File: src/rtl/mem_bus_arbiter.sv
// Shares a single-port 256x16 RAM between the cpu memory port and a debug/loader port,
// and decodes the memory-mapped switch/LED registers in the cpu address space.
module mem_bus_arbiter #(
    parameter int unsigned          data_width = 16,
    parameter int unsigned          addr_width = 9,
    parameter logic [addr_width-1:0] LED_ADDR  = 9'h100,
    parameter logic [addr_width-1:0] SW_ADDR   = 9'h140
) (
    input  logic                  clk,
    input  logic                  reset,
    input  logic [1:0]            cpu_mem_cmd,
    input  logic [addr_width-1:0] cpu_mem_addr,
    input  logic [data_width-1:0] cpu_wdata,
    output logic [data_width-1:0] cpu_rdata,
    output logic                  cpu_stall,
    input  logic                  dbg_req,
    input  logic                  dbg_we,
    input  logic [7:0]            dbg_addr,
    input  logic [data_width-1:0] dbg_wdata,
    output logic                  dbg_gnt,
    output logic                  dbg_valid,
    output logic [data_width-1:0] dbg_rdata,
    output logic [7:0]            ram_addr,
    output logic                  ram_write,
    output logic [data_width-1:0] ram_din,
    input  logic [data_width-1:0] ram_dout,
    input  logic [7:0]            SW,
    output logic [7:0]            LEDR
);

    localparam logic [1:0] MREAD  = 2'b01;
    localparam logic [1:0] MWRITE = 2'b10;
    localparam logic       WIN_CPU = 1'b0;
    localparam logic       WIN_DBG = 1'b1;

    typedef enum logic [1:0] {
        S_IDLE   = 2'd0,
        S_CPU_RD = 2'd1,
        S_DBG_RD = 2'd2
    } state_t;

    state_t                state;
    logic                  last_winner;
    logic                  rd_io;
    logic [data_width-1:0] io_data;
    logic [data_width-1:0] cpu_rdata_q;
    logic [data_width-1:0] dbg_rdata_q;

    logic cpu_req, cpu_is_wr, cpu_io, dbg_act, idle;
    logic cpu_win, dbg_win, cpu_ram_wr, dbg_ram_wr;

    // Requests are masked during reset so nothing is granted or written in that cycle.
    always_comb begin
        cpu_req    = !reset && (cpu_mem_cmd == MREAD || cpu_mem_cmd == MWRITE);
        cpu_is_wr  = (cpu_mem_cmd == MWRITE);
        cpu_io     = cpu_mem_addr[addr_width-1];
        dbg_act    = !reset && dbg_req;
        idle       = (state == S_IDLE);
        cpu_win    = idle && cpu_req && (!dbg_act || last_winner == WIN_DBG);
        dbg_win    = idle && dbg_act && !cpu_win;
        cpu_ram_wr = cpu_win && cpu_is_wr && !cpu_io;
        dbg_ram_wr = dbg_win && dbg_we;
    end

    // RAM port and handshake outputs, driven in the grant cycle.
    always_comb begin
        ram_addr  = 8'h00;
        ram_din   = '0;
        ram_write = cpu_ram_wr || dbg_ram_wr;
        if (cpu_win && !cpu_io) begin
            ram_addr = cpu_mem_addr[7:0];
            if (cpu_is_wr) ram_din = cpu_wdata;
        end else if (dbg_win) begin
            ram_addr = dbg_addr;
            if (dbg_we) ram_din = dbg_wdata;
        end
        dbg_gnt   = dbg_win;
        dbg_valid = (state == S_DBG_RD);
        cpu_stall = cpu_req && !((cpu_win && cpu_is_wr) || state == S_CPU_RD);
        cpu_rdata = cpu_rdata_q;
        if (state == S_CPU_RD) cpu_rdata = rd_io ? io_data : ram_dout;
        dbg_rdata = dbg_valid ? ram_dout : dbg_rdata_q;
    end

    // Arbitration FSM; read data is held after the one-cycle read state.
    always_ff @(posedge clk) begin
        if (reset) begin
            state       <= S_IDLE;
            last_winner <= WIN_DBG;
            rd_io       <= 1'b0;
            io_data     <= '0;
            cpu_rdata_q <= '0;
            dbg_rdata_q <= '0;
            LEDR        <= 8'h00;
        end else begin
            case (state)
                S_IDLE: begin
                    if (cpu_win) begin
                        last_winner <= WIN_CPU;
                        if (cpu_is_wr) begin
                            if (cpu_io && cpu_mem_addr == LED_ADDR) LEDR <= cpu_wdata[7:0];
                        end else begin
                            state   <= S_CPU_RD;
                            rd_io   <= cpu_io;
                            io_data <= (cpu_io && cpu_mem_addr == SW_ADDR)
                                       ? data_width'({8'h00, SW}) : '0;
                        end
                    end else if (dbg_win) begin
                        last_winner <= WIN_DBG;
                        if (!dbg_we) state <= S_DBG_RD;
                    end
                end
                S_CPU_RD: begin
                    cpu_rdata_q <= cpu_rdata;
                    state       <= S_IDLE;
                end
                S_DBG_RD: begin
                    dbg_rdata_q <= ram_dout;
                    state       <= S_IDLE;
                end
                default: state <= S_IDLE;
            endcase
        end
    end

endmodule

File: config.mk
export PLATFORM = sky130hd
export DESIGN_NAME = mem_bus_arbiter
export DESIGN_NICKNAME = d
export VERILOG_FILES = /design/src/rtl/mem_bus_arbiter.sv
export SDC_FILE = /design/constraint.sdc
export NUM_CORES = 1
export LEC_CHECK = 0
export BUFFER_PORTS_ARGS = -buffer_cell sky130_fd_sc_hd__buf_2
export CAP_MARGIN = 25
export CELL_PAD_IN_SITES_DETAIL_PLACEMENT = 0
export CELL_PAD_IN_SITES_GLOBAL_PLACEMENT = 1
export CORE_ASPECT_RATIO = 0.75
export CORE_MARGIN = 3
export CORE_UTILIZATION = 28
export CTS_CLUSTER_DIAMETER = 100
export CTS_CLUSTER_SIZE = 16
export DETAILED_ROUTE_END_ITERATION = 8
export PLACE_DENSITY_LB_ADDON = 0.1
export RECOVER_POWER = 50
export SYNTH_ARGS = -nofsm -noshare
export SYNTH_HDL_FRONTEND = slang
export SYNTH_SLANG_ARGS = --single-unit
export TNS_END_PERCENT = 50
File: constraint.sdc
create_clock -name clk -period 1.7 [get_ports clk]
set_input_delay 0.17 -clock clk [delete_from_list [all_inputs] [get_ports clk]]
set_output_delay 0.17 -clock clk [all_outputs]
set_load 0.01 [all_outputs]
==> results.md, run 1 <==
* Synth unique cells at 35
* Layout cells sized above 1 at 56.3%
* R2R cell count at 5
* Status: finished, violations left
* Arrival @ worst endpoint at 1.64 ns
* Clock sink count at 52
* Max-slew headroom at 54.4%
* CORE AREA at 0.00860 mm2
* Slew Viols, Final at 0
* Worst setup EP type: output port
* Seq/Total Area, Yosys at 41.4%
* Mean post-synth cell area at 9.95 um2
* Final hold viol count at 0
* FF/Latch Area at 0.00105 mm2
* Placer Congestion at 0.749
* Syn nets at 333
* Final setup fails at 22
* Post-route ant nets at 0
* DRC at 0
* Synth warn at 0
* R2r setup slk at 0.08 ns
* Nets@finish at 493
* Synth area leaders: dfxtp_1, nor2b_1, mux2_2, a22o_2, mux2i_1
* Max FO, Critical Path at 8
* Worst setup SP type: register
* Peak Freq at 553 MHz
* Clock root buffer: clkbuf_16
* Post-synth top area cell: dfxtp_1
* Placed cell area at 0.00347 mm2
* Setup CP Type: register to output port
* R2r endpoint: LEDR[2]$_SDFFE_PP0P_
* Mapped Area at 0.00252 mm2
* P_leak at 1.92 nW
* Initial Util at 29.3%
* Die area at 0.0102 mm2
* Via count at 2458
* CTS Buf Count at 5
* # fillers at 846
* Drt wl/cell at 15.2 um
* Fin crit share at 106%
* Design Power at 0.00309 W
* Cells after Synth at 253
* Setup crit end: ram_din[13]
* CP Data Required Time at 1.53 ns
* Register bit count reported by yosys at 52
* Post-DP HPWL at 5770 um
* Worst skew pair latency at 0.29 ns
* Multi-input logic area at 0.00145 mm2
* Worst reg2reg path startpoint: state[0]$_SDFFE_PP0P_
* GRT Total Usage at 15.4%
* # H-tree levels at 2
* Router iterations before antenna repair at 5
* Min setup slack post-route at -0.107 ns
* CTS tree: yes
* Global-route wire length before repair at 12200 um
* Worst Tran Pin Value at 0.683 ns
* Tightest Hold Check Type: input pin to register
* Core Rows at 29
* Synthesis-to-layout area growth at 60.7%
* CP startpoint: last_winner$_SDFFE_PP1P_
* Final min period at 1.81 ns
* Post-Route WL at 7920 um
* CTS max path bufs at 2
* Largest net degree at the start of global routing at 28
* Power Density at 764 mW/mm2
* Initial antenna violation count at 0
* DIE HEIGHT at 88.1 um
* Clk_skew at 0.00581 ns
* # IOs at 147
* Final instance area at 0.00404 mm2
* Vias in the first global route at 2452
* DR iter-0 viols at 53
* RSZ-0062 raised after global routing: yes
* Failing checks: negative setup slack
* Total of max-cap violations at 0
* Die W at 115 um
* Grt ovf at 0
* Share of the synthesized area in the top cell type at 41.4%
* Number of port buffers at 146
* Reg clk slew, reported paths at 0.06 ns
* Antenna diodes at 0
* Vias per cell at 4.71
* Maximum ir drop on the vdd rail at 0.348 mV
-- where the power goes --
| part | internal [W] | switching (W) | leakage, nW |
|---|---|---|---|
| Clock | 0.000692 | 0.000461 | 0.0798 |
| Sequential | 0.00126 | 0.0000130 | 0.422 |
| Combinational | 0.000361 | 0.000304 | 1.42 |
-- Yosys cell counts, drive strengths merged --
master,instances
a21oi,4
a22o,24
a32o,8
and2,3
and3,1
and3b,1
and4,2
and4b,1
and4bb,1
buf,13
clkbuf,7
dfxtp,52
ha,1
inv,2
mux2,22
mux2i,9
nand2,16
nand2b,11
nand3,3
nand3b,1
nand4,1
nor2,6
nor2b,41
nor4,1
nor4b,2
o21ai,18
or2,2
-- stage by stage --
stage	cells	setup TNS [ns]	util [%]	worst slack [ns]	hold WS (ns)
after floorplan	253	0	-	0.0402	0.242
after global routing	522	-3.80	47.0	-0.165	0.0536
after CTS	519	-2.07	45.0	-0.116	0.0259
after global placement	509	-3.62	40.4	-0.147	0.341
after detailed placement	509	-3.77	40.4	-0.152	0.346
final	522	-1.78	47.0	-0.107	0.0377
-- cell usage in the layout (no fill, tap or decap), drive strengths merged --
master	count
or2	2
inv	2
and4bb	1
o21ai	18
nand4	1
nand3b	1
a21oi	4
dfxtp	52
nor4b	2
nor4	1
clkbuf	16
bufinv	1
a32o	8
mux2i	9
nor2	6
buf	162
nand2b	11
ha	1
clkinv	1
nor2b	41
and3b	1
mux2	22
nand2	16
and4b	1
and4	2
and2	3
and3	1
nand3	3
a22o	24
clkinvlp	1
-- worst max-delay path, cell delays in order, from the launching register on --
cell and delay (ns):
dfxtp_2 0.33, nor2b_4 0.13, and4bb_2 0.24, and2_4 0.17, buf_12 0.14, a22o_2 0.21, buf_6 0.12
-- flip-flops by register name, indices dropped and copies added, names as in the netlist --
name,cells
cpu_rdata_q,16
dbg_rdata_q,16
LEDR,8
io_data,8
state,2
last_winner,1
rd_io,1
-- area by class of cell --
type	instances	area share, %
Multi-Input combinational cell	179	35.9
Timing Repair Buffer	173	30.5
Sequential cell	52	25.9
Tap cell	108	3.34
Clock buffer	5	3.09
Clock inverter	3	1.05
Inverter	2	0.186
-- how the worst min path moves through the flow --
stage | from | end | slack (ns) | cells past startpoint
CTS | dbg_we | state[1]$_SDFFE_PP0P_ | 0.03 | 2
global route | dbg_we | state[1]$_SDFFE_PP0P_ | 0.05 | 2
finish | dbg_we | state[1]$_SDFFE_PP0P_ | 0.04 | 2
floorplan | dbg_we | state[1]$_SDFFE_PP0P_ | 0.24 | 1
detailed placement | dbg_we | state[1]$_SDFFE_PP0P_ | 0.35 | 2
global placement | dbg_we | state[1]$_SDFFE_PP0P_ | 0.34 | 2
-- routing by layer --
metal  vias up  share of wire [%]  GRT usage, %
li1       1222                  -             -
met1      1140                 45          19.3
met2        82                 46          25.2
met3        14                6.6          4.63
met4         0                1.8          5.65
met5         -                  0             0
-- logic make-up after synthesis --
logic type	Yosys count	share of synthesized area, %
AOI/OAI and AO/OA	54	16.7
adders and majority gates	1	0.497
buffers and inverters	22	5.17
DFF	52	41.4
muxes	31	13.4
and+or+nand+nor	93	22.8
-- timing repair --
action,CTS,global route
hold endpoints to repair,0,0
resized for setup,37,44
setup buffers,1,1
cloned,1,2
hold buffers,0,0
pin swaps,4,4
endpoints found under the setup margin,42,65
Power figures use the tool's default switching activity.
==> run 2: changes to the inputs <==
--- a/config.mk
+++ b/config.mk
@@ -11,7 +11,8 @@
 export CELL_PAD_IN_SITES_GLOBAL_PLACEMENT = 1
 export CORE_ASPECT_RATIO = 0.75
 export CORE_MARGIN = 3
-export CORE_UTILIZATION = 28
+export CORE_UTILIZATION = 29
+export CTS_BUF_LIST = sky130_fd_sc_hd__clkbuf_2
 export CTS_CLUSTER_DIAMETER = 100
 export CTS_CLUSTER_SIZE = 16
 export DETAILED_ROUTE_END_ITERATION = 8
==> run 2 against run 1 <==
  * The flow still finishes with violations (negative setup slack)
  * Hold slack improved by 0.024 ns
  * Highest routed layer unchanged
  * Total power fell by 20%
  * Clock power fell by 58%
  * Combinational power rose by 3.8%
  * Critical endpoint is now ram_din[12]
  * Design area rose by 1.4%
  * Global-route usage rose by 0.26 points
  * Non-clock buffer count rose by 15
  * Via count rose by 0.49%
  * Utilization rose by 3.2 points
  * Critical path depth did not move
==> results.md, run 2 (synthesis results as in run 1) <==
* Power Density at 600 mW/mm2 (was 764 mW/mm2)
* Final min period at 1.96 ns (was 1.81 ns)
* Setup TNS at -9.78 ns (was -1.78 ns)
* Non-Filler Instances at 534 (was 522)
* Post-DP HPWL at 5500 um (was 5770 um)
* Fin crit share at 115% (was 106%)
* Reg clk slew, reported paths at 0.23 ns (was 0.06 ns)
* Total of max-cap violations at 0 (unchanged)
* Final setup fails at 55 (was 22)
* Drt wl/cell at 14.8 um (was 15.2 um)
* Post-route ant nets at 0 (unchanged)
* Status: finished, violations left (unchanged)
* Placed cells at 500 (was 509)
* Antenna diodes at 0 (unchanged)
* CP Data Required Time at 1.53 ns (about the same)
* # H-tree levels at 2 (unchanged)
* Setup CP Type: register to output port (unchanged)
* Die area at 0.00984 mm2 (was 0.0102 mm2)
* Die W at 114 um (was 115 um)
* Slew Viols, Final at 0 (unchanged)
* CP bufs+invs at 2 (unchanged)
* Pre-CTS WS at -0.146 ns (was -0.152 ns)
* Number of port buffers at 146 (unchanged)
* Final hold viol count at 0 (unchanged)
* Largest net degree at the start of global routing at 20 (was 28)
* P_leak at 1.94 nW (was 1.92 nW)
* Max-slew headroom at 57.1% (was 54.4%)
* Worst skew pair latency at 0.42 ns (was 0.29 ns)
* Placer Congestion at 0.798 (was 0.749)
* Global-route wire length before repair at 12400 um (was 12200 um)
* Grt ovf at 0 (unchanged)
* Via count at 2470 (was 2458)
* Worst setup SP type: register (unchanged)
* DR iter-0 viols at 88 (was 53)
* Vias per cell at 4.63 (was 4.71)
* Synthesis-to-layout area growth at 63.0% (was 60.7%)
* Min setup slack post-route at -0.258 ns (was -0.107 ns)
* GRT Total Usage at 15.7% (was 15.4%)
* Worst Tran Pin Value at 0.642 ns (was 0.683 ns)
* DRC at 0 (unchanged)
* Commonest non-fill, non-tap cells in the layout: buf_2, dfxtp_1, nor2b_1, buf_6, dlygate4sd3_1 (was buf_2, dfxtp_1, nor2b_1, buf_6, nand2_1)
* Layout cells sized above 1 at 53.8% (was 56.3%)
* Worst setup EP type: output port (unchanged)
* Nets@finish at 508 (was 493)
* Vias in the first global route at 2461 (was 2452)
* Clock root buffer: clkbuf_2 (was clkbuf_16)
* CP delay by family, top: simple AND/OR/NAND/NOR gates (unchanged)
* Post-Route WL at 7920 um (about the same)
* Max FO, Critical Path at 16 (was 8)
* # fillers at 783 (was 846)
* CP peak stage delay at 0.38 ns (was 0.33 ns)
* Clk_skew at 0.0225 ns (was 0.00581 ns)
* CTS Buf Count at 5 (unchanged)
* RSZ-0062 raised after global routing: yes (unchanged)
* DIE HEIGHT at 86.7 um (was 88.1 um)
* Tightest Hold Check Type: input pin to register (unchanged)
* Maximum ir drop on the vdd rail at 0.267 mV (was 0.348 mV)
* Initial Util at 30.8% (was 29.3%)
* Core Rows at 28 (was 29)
* Peak Freq at 511 MHz (was 553 MHz)
* Post-layout util at 50.2% (was 47.0%)
* Router iterations before antenna repair at 4 (was 5)
* CTS tree: yes (unchanged)
* Commonest non-fill, non-tap cell in the layout: buf_2 (unchanged)
* CORE AREA at 0.00816 mm2 (was 0.00860 mm2)
* Arrival @ worst endpoint at 1.79 ns (was 1.64 ns)
* Worst path slowest cell: dfxtp_2 (unchanged)
* Biggest regs: cpu_rdata_q: 16 flops, dbg_rdata_q: 16 flops (unchanged)
* Clock sink count at 52 (unchanged)
* Failing checks: negative setup slack (unchanged)
* CP Cell Sequence: nor2b_4, and4bb_2, and2_4, buf_12, a22o_2, buf_6 (unchanged)
* Initial antenna violation count at 0 (unchanged)
* # IOs at 147 (unchanged)
* CTS max path bufs at 2 (unchanged)
==> run 2: cell types whose count changed in the layout (fill, tap and decap cells not counted), sizes merged <==
cell	before	now
dlygate4sd3	0	17
clkbuf	16	17
buf	162	160
bufinv	1	0
==> run 2: cell type report <==
type | instances | area, um2 | share of cell area, %
Clock inverter | 2 | 11.3 | 0.275
Clock buffer | 6 | 30.0 | 0.732
Inverter | 2 | 7.51 | 0.183
Timing Repair Buffer | 188 | 1410 | 34.4
Sequential cell | 52 | 1050 | 25.7
Tap cell | 105 | 131 | 3.20
Multi-Input combinational cell | 179 | 1460 | 35.5
==> run 2: final timing paths <==
kind	endpoint	start	cells after the start	slack, ns
min reg2reg	LEDR[4]$_SDFFE_PP0P_	LEDR[4]$_SDFFE_PP0P_	2	0.49
max reg2reg	io_data[7]$_SDFFE_PP0P_	last_winner$_SDFFE_PP1P_	6	0.15
min	rd_io$_SDFFE_PP0P_	cpu_mem_addr[8]	3	0.06
max	ram_din[12]	last_winner$_SDFFE_PP1P_	6	-0.26
==> run 2: report_power, final <==
group,switching (W),internal (W)
registers,0.0000219,0.00126
logic,0.000303,0.000388
clock network,0.000385,0.000103
==> run 2: tightest hold or removal path: cells and delay by family <==
kind	cells	cell delay [ns]
mux	1	0.08
simple gates	1	0.07
buf+inv	1	0.12
==> run 2: routing by layer <==
layer	track usage (%)	routed length, um
met2	25.1	3650
met3	4.19	482
met4	2.62	35
met1	21.5	3760
met5	0	0
==> run 2: repair_timing <==
item	4_1_cts	5_1_grt
pin swaps	9	1
setup endpoints to repair	59	61
hold buffers	17	0
buffers inserted	4	2
resized for setup	88	19
endpoints found under the hold margin	17	0
cloned	1	2
==> run 2: stage by stage <==
| stage | instance area [um2] | total power [W] | hold WS, ns |
|---|---|---|---|
| finish | 4100 | 0.00246 | 0.0614 |
| global route | 4100 | 0.00261 | 0.0429 |
| CTS | 4050 | 0.00250 | 0.0225 |
| detailed placement | 3440 | 0.00183 | 0.345 |
| global placement | 3440 | 0.00183 | 0.342 |
| floorplan | 2520 | 0.00157 | 0.242 |
==> run 3: changes to the inputs <==
--- a/config.mk
+++ b/config.mk
@@ -5,13 +5,14 @@
 export SDC_FILE = /design/constraint.sdc
 export NUM_CORES = 1
 export LEC_CHECK = 0
+export ABC_AREA = 1
 export BUFFER_PORTS_ARGS = -buffer_cell sky130_fd_sc_hd__buf_2
 export CAP_MARGIN = 25
 export CELL_PAD_IN_SITES_DETAIL_PLACEMENT = 0
 export CELL_PAD_IN_SITES_GLOBAL_PLACEMENT = 1
 export CORE_ASPECT_RATIO = 0.75
 export CORE_MARGIN = 3
-export CORE_UTILIZATION = 29
+export CORE_UTILIZATION = 28
 export CTS_BUF_LIST = sky130_fd_sc_hd__clkbuf_2
 export CTS_CLUSTER_DIAMETER = 100
 export CTS_CLUSTER_SIZE = 16
==> run 3 against run 2 <==
  * The run still ends with negative setup slack left
  * Die area increased by 10%
  * Critical path depth is 1 higher
  * Global-route usage is 0.30 points higher
  * Cell count rose by 33%
  * Fmax is 6.3% higher
  * Largest power group unchanged
  * Highest routed layer unchanged
==> results.md, run 3 <==
* Status: finished, violations left (unchanged)
* Failing checks: negative setup slack (unchanged)
* CP Data Required Time at 1.53 ns (about the same)
* Global-route wire length before repair at 14400 um (was 12400 um)
* Vias per cell at 4.38 (was 4.63)
* Commonest non-fill, non-tap cells in the layout: buf_2, nand2_1, dfxtp_1, inv_1, nor2_1 (was buf_2, dfxtp_1, nor2b_1, buf_6, dlygate4sd3_1)
* GRT Total Usage at 16.0% (was 15.7%)
* Synth cell count leaders: nand2_1, nand3_1, dfxtp_1, inv_1, nor2_1 (was dfxtp_1, nor2b_1, mux2_2)
* Biggest regs: cpu_rdata_q: 16 flops, dbg_rdata_q: 16 flops (unchanged)
* Worst reg2reg path startpoint: last_winner$_SDFFE_PP1P_ (unchanged)
* Syn nets at 476 (was 333)
* Worst setup SP type: register (unchanged)
* Initial antenna violation count at 0 (unchanged)
* Power Density at 630 mW/mm2 (was 600 mW/mm2)
* Die area at 0.0109 mm2 (was 0.00984 mm2)
* Synth area leaders: dfxtp_1, nand3_1, nand2_1, inv_1, nor2_1 (was dfxtp_1, nor2b_1, mux2_2, a22o_2, mux2i_1)
* Worst skew pair latency at 0.42 ns (about the same)
* # H-tree levels at 2 (unchanged)
* Drt wl/cell at 12.6 um (was 14.8 um)
* Die W at 119 um (was 114 um)
* Mean post-synth cell area at 6.81 um2 (was 9.95 um2)
* Number of port buffers at 146 (unchanged)
* Min setup slack post-route at -0.143 ns (was -0.258 ns)
* Post-Route WL at 8960 um (was 7920 um)
* CTS max path bufs at 2 (unchanged)
* Predominant post-synthesis flop cell: dfxtp_1 (unchanged)
* Via count at 3113 (was 2470)
* CTS Buf Count at 5 (unchanged)
* Layout cells sized above 1 at 47.1% (was 53.8%)
* Worst setup EP type: output port (unchanged)
* Final min period at 1.84 ns (was 1.96 ns)
* Total of max-cap violations at 0 (unchanged)
* Post-DP HPWL at 6490 um (was 5500 um)
* Core Rows at 30 (was 28)
* Peak Freq at 543 MHz (was 511 MHz)
* Vias in the first global route at 3025 (was 2461)
* CP startpoint: state[1]$_SDFFE_PP0P_ (was last_winner$_SDFFE_PP1P_)
* Final instance area at 0.00433 mm2 (was 0.00410 mm2)
* Synth warn at 0 (unchanged)
* Most frequent cell after synthesis: nand2_1 (was dfxtp_1)
* Register bit count reported by yosys at 52 (unchanged)
* Setup TNS at -5.51 ns (was -9.78 ns)
* Reg clk slew, reported paths at 0.23 ns (about the same)
* Placer Congestion at 0.741 (was 0.798)
* Max FO, Critical Path at 13 (was 16)
* EDFF count, synth at 0 (unchanged)
* Nets@finish at 661 (was 508)
* DR iter-0 viols at 144 (was 88)
* DIE HEIGHT at 91.0 um (was 86.7 um)
* Arrival @ worst endpoint at 1.67 ns (was 1.79 ns)
* Slew Viols, Final at 0 (unchanged)
* CP delay by family, top: buffers and inverters (was simple AND/OR/NAND/NOR gates)
* Mapped Area at 0.00270 mm2 (was 0.00252 mm2)
* Post-synth top area cell: dfxtp_1 (unchanged)
* Final hold viol count at 0 (unchanged)
* Initial Util at 29.3% (was 30.8%)
* Tightest Hold Check Type: input pin to register (unchanged)
* Seq/Total Area, Yosys at 38.6% (was 41.4%)
* # IOs at 147 (unchanged)
* Post-route ant nets at 0 (unchanged)
* P_leak at 2.23 nW (was 1.94 nW)
* Largest net degree at the start of global routing at 41 (was 20)
* Commonest non-fill, non-tap cell in the layout: buf_2 (unchanged)
* RSZ-0062 raised after global routing: yes (unchanged)
* Worst Tran Pin Value at 0.556 ns (was 0.642 ns)
* CTS tree: yes (unchanged)
* CORE AREA at 0.00920 mm2 (was 0.00816 mm2)
* Cells after Synth at 396 (was 253)
* DRC at 0 (unchanged)
* Design Power at 0.00273 W (was 0.00246 W)
* Fin crit share at 108% (was 115%)
* Worst path slowest cell: dfxtp_4 (was dfxtp_2)
* Synthesis-to-layout area growth at 60.7% (was 63.0%)
* Clk_skew at 0.0294 ns (was 0.0225 ns)
* Grt ovf at 0 (unchanged)
* Synth unique cells at 25 (was 35)
* Router iterations before antenna repair at 4 (unchanged)
* Max-slew headroom at 62.8% (was 57.1%)
* CP bufs+invs at 4 (was 2)
* Final setup fails at 59 (was 55)
* Share of the synthesized area in the top cell type at 38.6% (was 41.4%)
* Worst min-delay path startpoint: SW[1] (was cpu_mem_addr[8])
* Antenna diodes at 0 (unchanged)
* Setup CP Type: register to output port (unchanged)
* Clock sink count at 52 (unchanged)
* Maximum ir drop on the vdd rail at 0.295 mV (was 0.267 mV)
* Ys async rst share at 0% (unchanged)
* CP peak stage delay at 0.42 ns (was 0.38 ns)
* CP Cell Sequence: inv_4, nor2_4, buf_4, or2_2, o21ai_4, inv_1, buf_2 (was nor2b_4, and4bb_2, and2_4, buf_12, a22o_2, buf_6)
* Clock root buffer: clkbuf_2 (unchanged)
* Placed cell area at 0.00357 mm2 (was 0.00344 mm2)
## run 3: cell count changes in the layout (fill, tap and decap cells not counted), sizes merged, moves of 9 or more
| cell | previous run | this run |
|---|---|---|
| nand2b | 11 | 0 |
| nand2 | 16 | 64 |
| o21ai | 18 | 38 |
| nor2 | 6 | 56 |
| a21oi | 4 | 17 |
| nor2b | 41 | 0 |
| inv | 2 | 60 |
| mux2 | 22 | 0 |
| a22o | 24 | 0 |
| mux2i | 9 | 0 |
| nand3 | 3 | 58 |
| or2 | 2 | 24 |
## run 3: cells by family (layout without fill, tap and decap cells)
| kind of cell | count (synthesis) | count (layout) | synth area share [%] |
|---|---|---|---|
| AOI/OAI and AO/OA | 63 | 63 | 12.4 |
| adders and majority gates | 1 | 1 | 0.464 |
| buffers and inverters | 78 | 264 | 12.7 |
| DFF | 52 | 52 | 38.6 |
| and+or+nand+nor | 202 | 202 | 35.7 |
## run 3: cell type report
class                      instances  area, um2
multi-input combinational        266       1610
tap                              128        160
clock buffer                       5       25.0
fill                            1008       4870
timing repair buffer             193       1160
timing repair inverter             3       31.3
sequential                        52       1050
clock inverter                     3       37.5
inverter                          60        255
## run 3: metrics by stage
step	utilization [%]	instances	hold WS (ns)	worst slack [ns]
floorplan	-	396	0.330	0.230
global placement	38.8	665	0.448	0.0644
detailed placement	38.8	665	0.448	0.0389
CTS	45.6	708	0.00287	-0.179
global route	47.1	710	0.00513	-0.314
finish	47.1	710	0.0303	-0.143
## run 3: tightest hold or removal path, stage by stage
cell	delay [ns]
buf_2	0.10
nand3_1	0.09
a21oi_1	0.06
## run 3: per-layer routing
layer	GRT usage, %	up-vias	share of wire [%]
met5	0	-	0
met3	3.11	4	4.5
met1	21.5	1403	48
met2	26.8	77	47
met4	2.80	0	0.64
li1	-	1629	-
## run 3: repair_timing
| item | CTS | global route |
|---|---|---|
| pin swaps | 22 | 11 |
| gates resized for setup | 96 | 27 |
| endpoints found under the hold margin | 24 | 0 |
| endpoints found under the setup margin | 59 | 59 |
| setup buffers | 11 | 2 |
| hold buffers | 21 | 0 |
| cloned | 3 | 0 |
## run 3: final timing paths
path	endpoint	slack, ns	depth (start not counted)
min	io_data[1]$_SDFFE_PP0P_	0.03	3
max reg2reg	io_data[0]$_SDFFE_PP0P_	-0.05	7
min reg2reg	io_data[4]$_SDFFE_PP0P_	0.48	2
max	dbg_rdata[13]	-0.14	7
## run 3: power breakdown
part	leakage (nW)	total, W	switching, W	internal [W]
Sequential	0.423	0.00129	0.0000164	0.00127
Combinational	1.77	0.000827	0.000458	0.000369
Clock	0.0380	0.000617	0.000378	0.000240
Total	2.23	0.00273	0.000852	0.00188
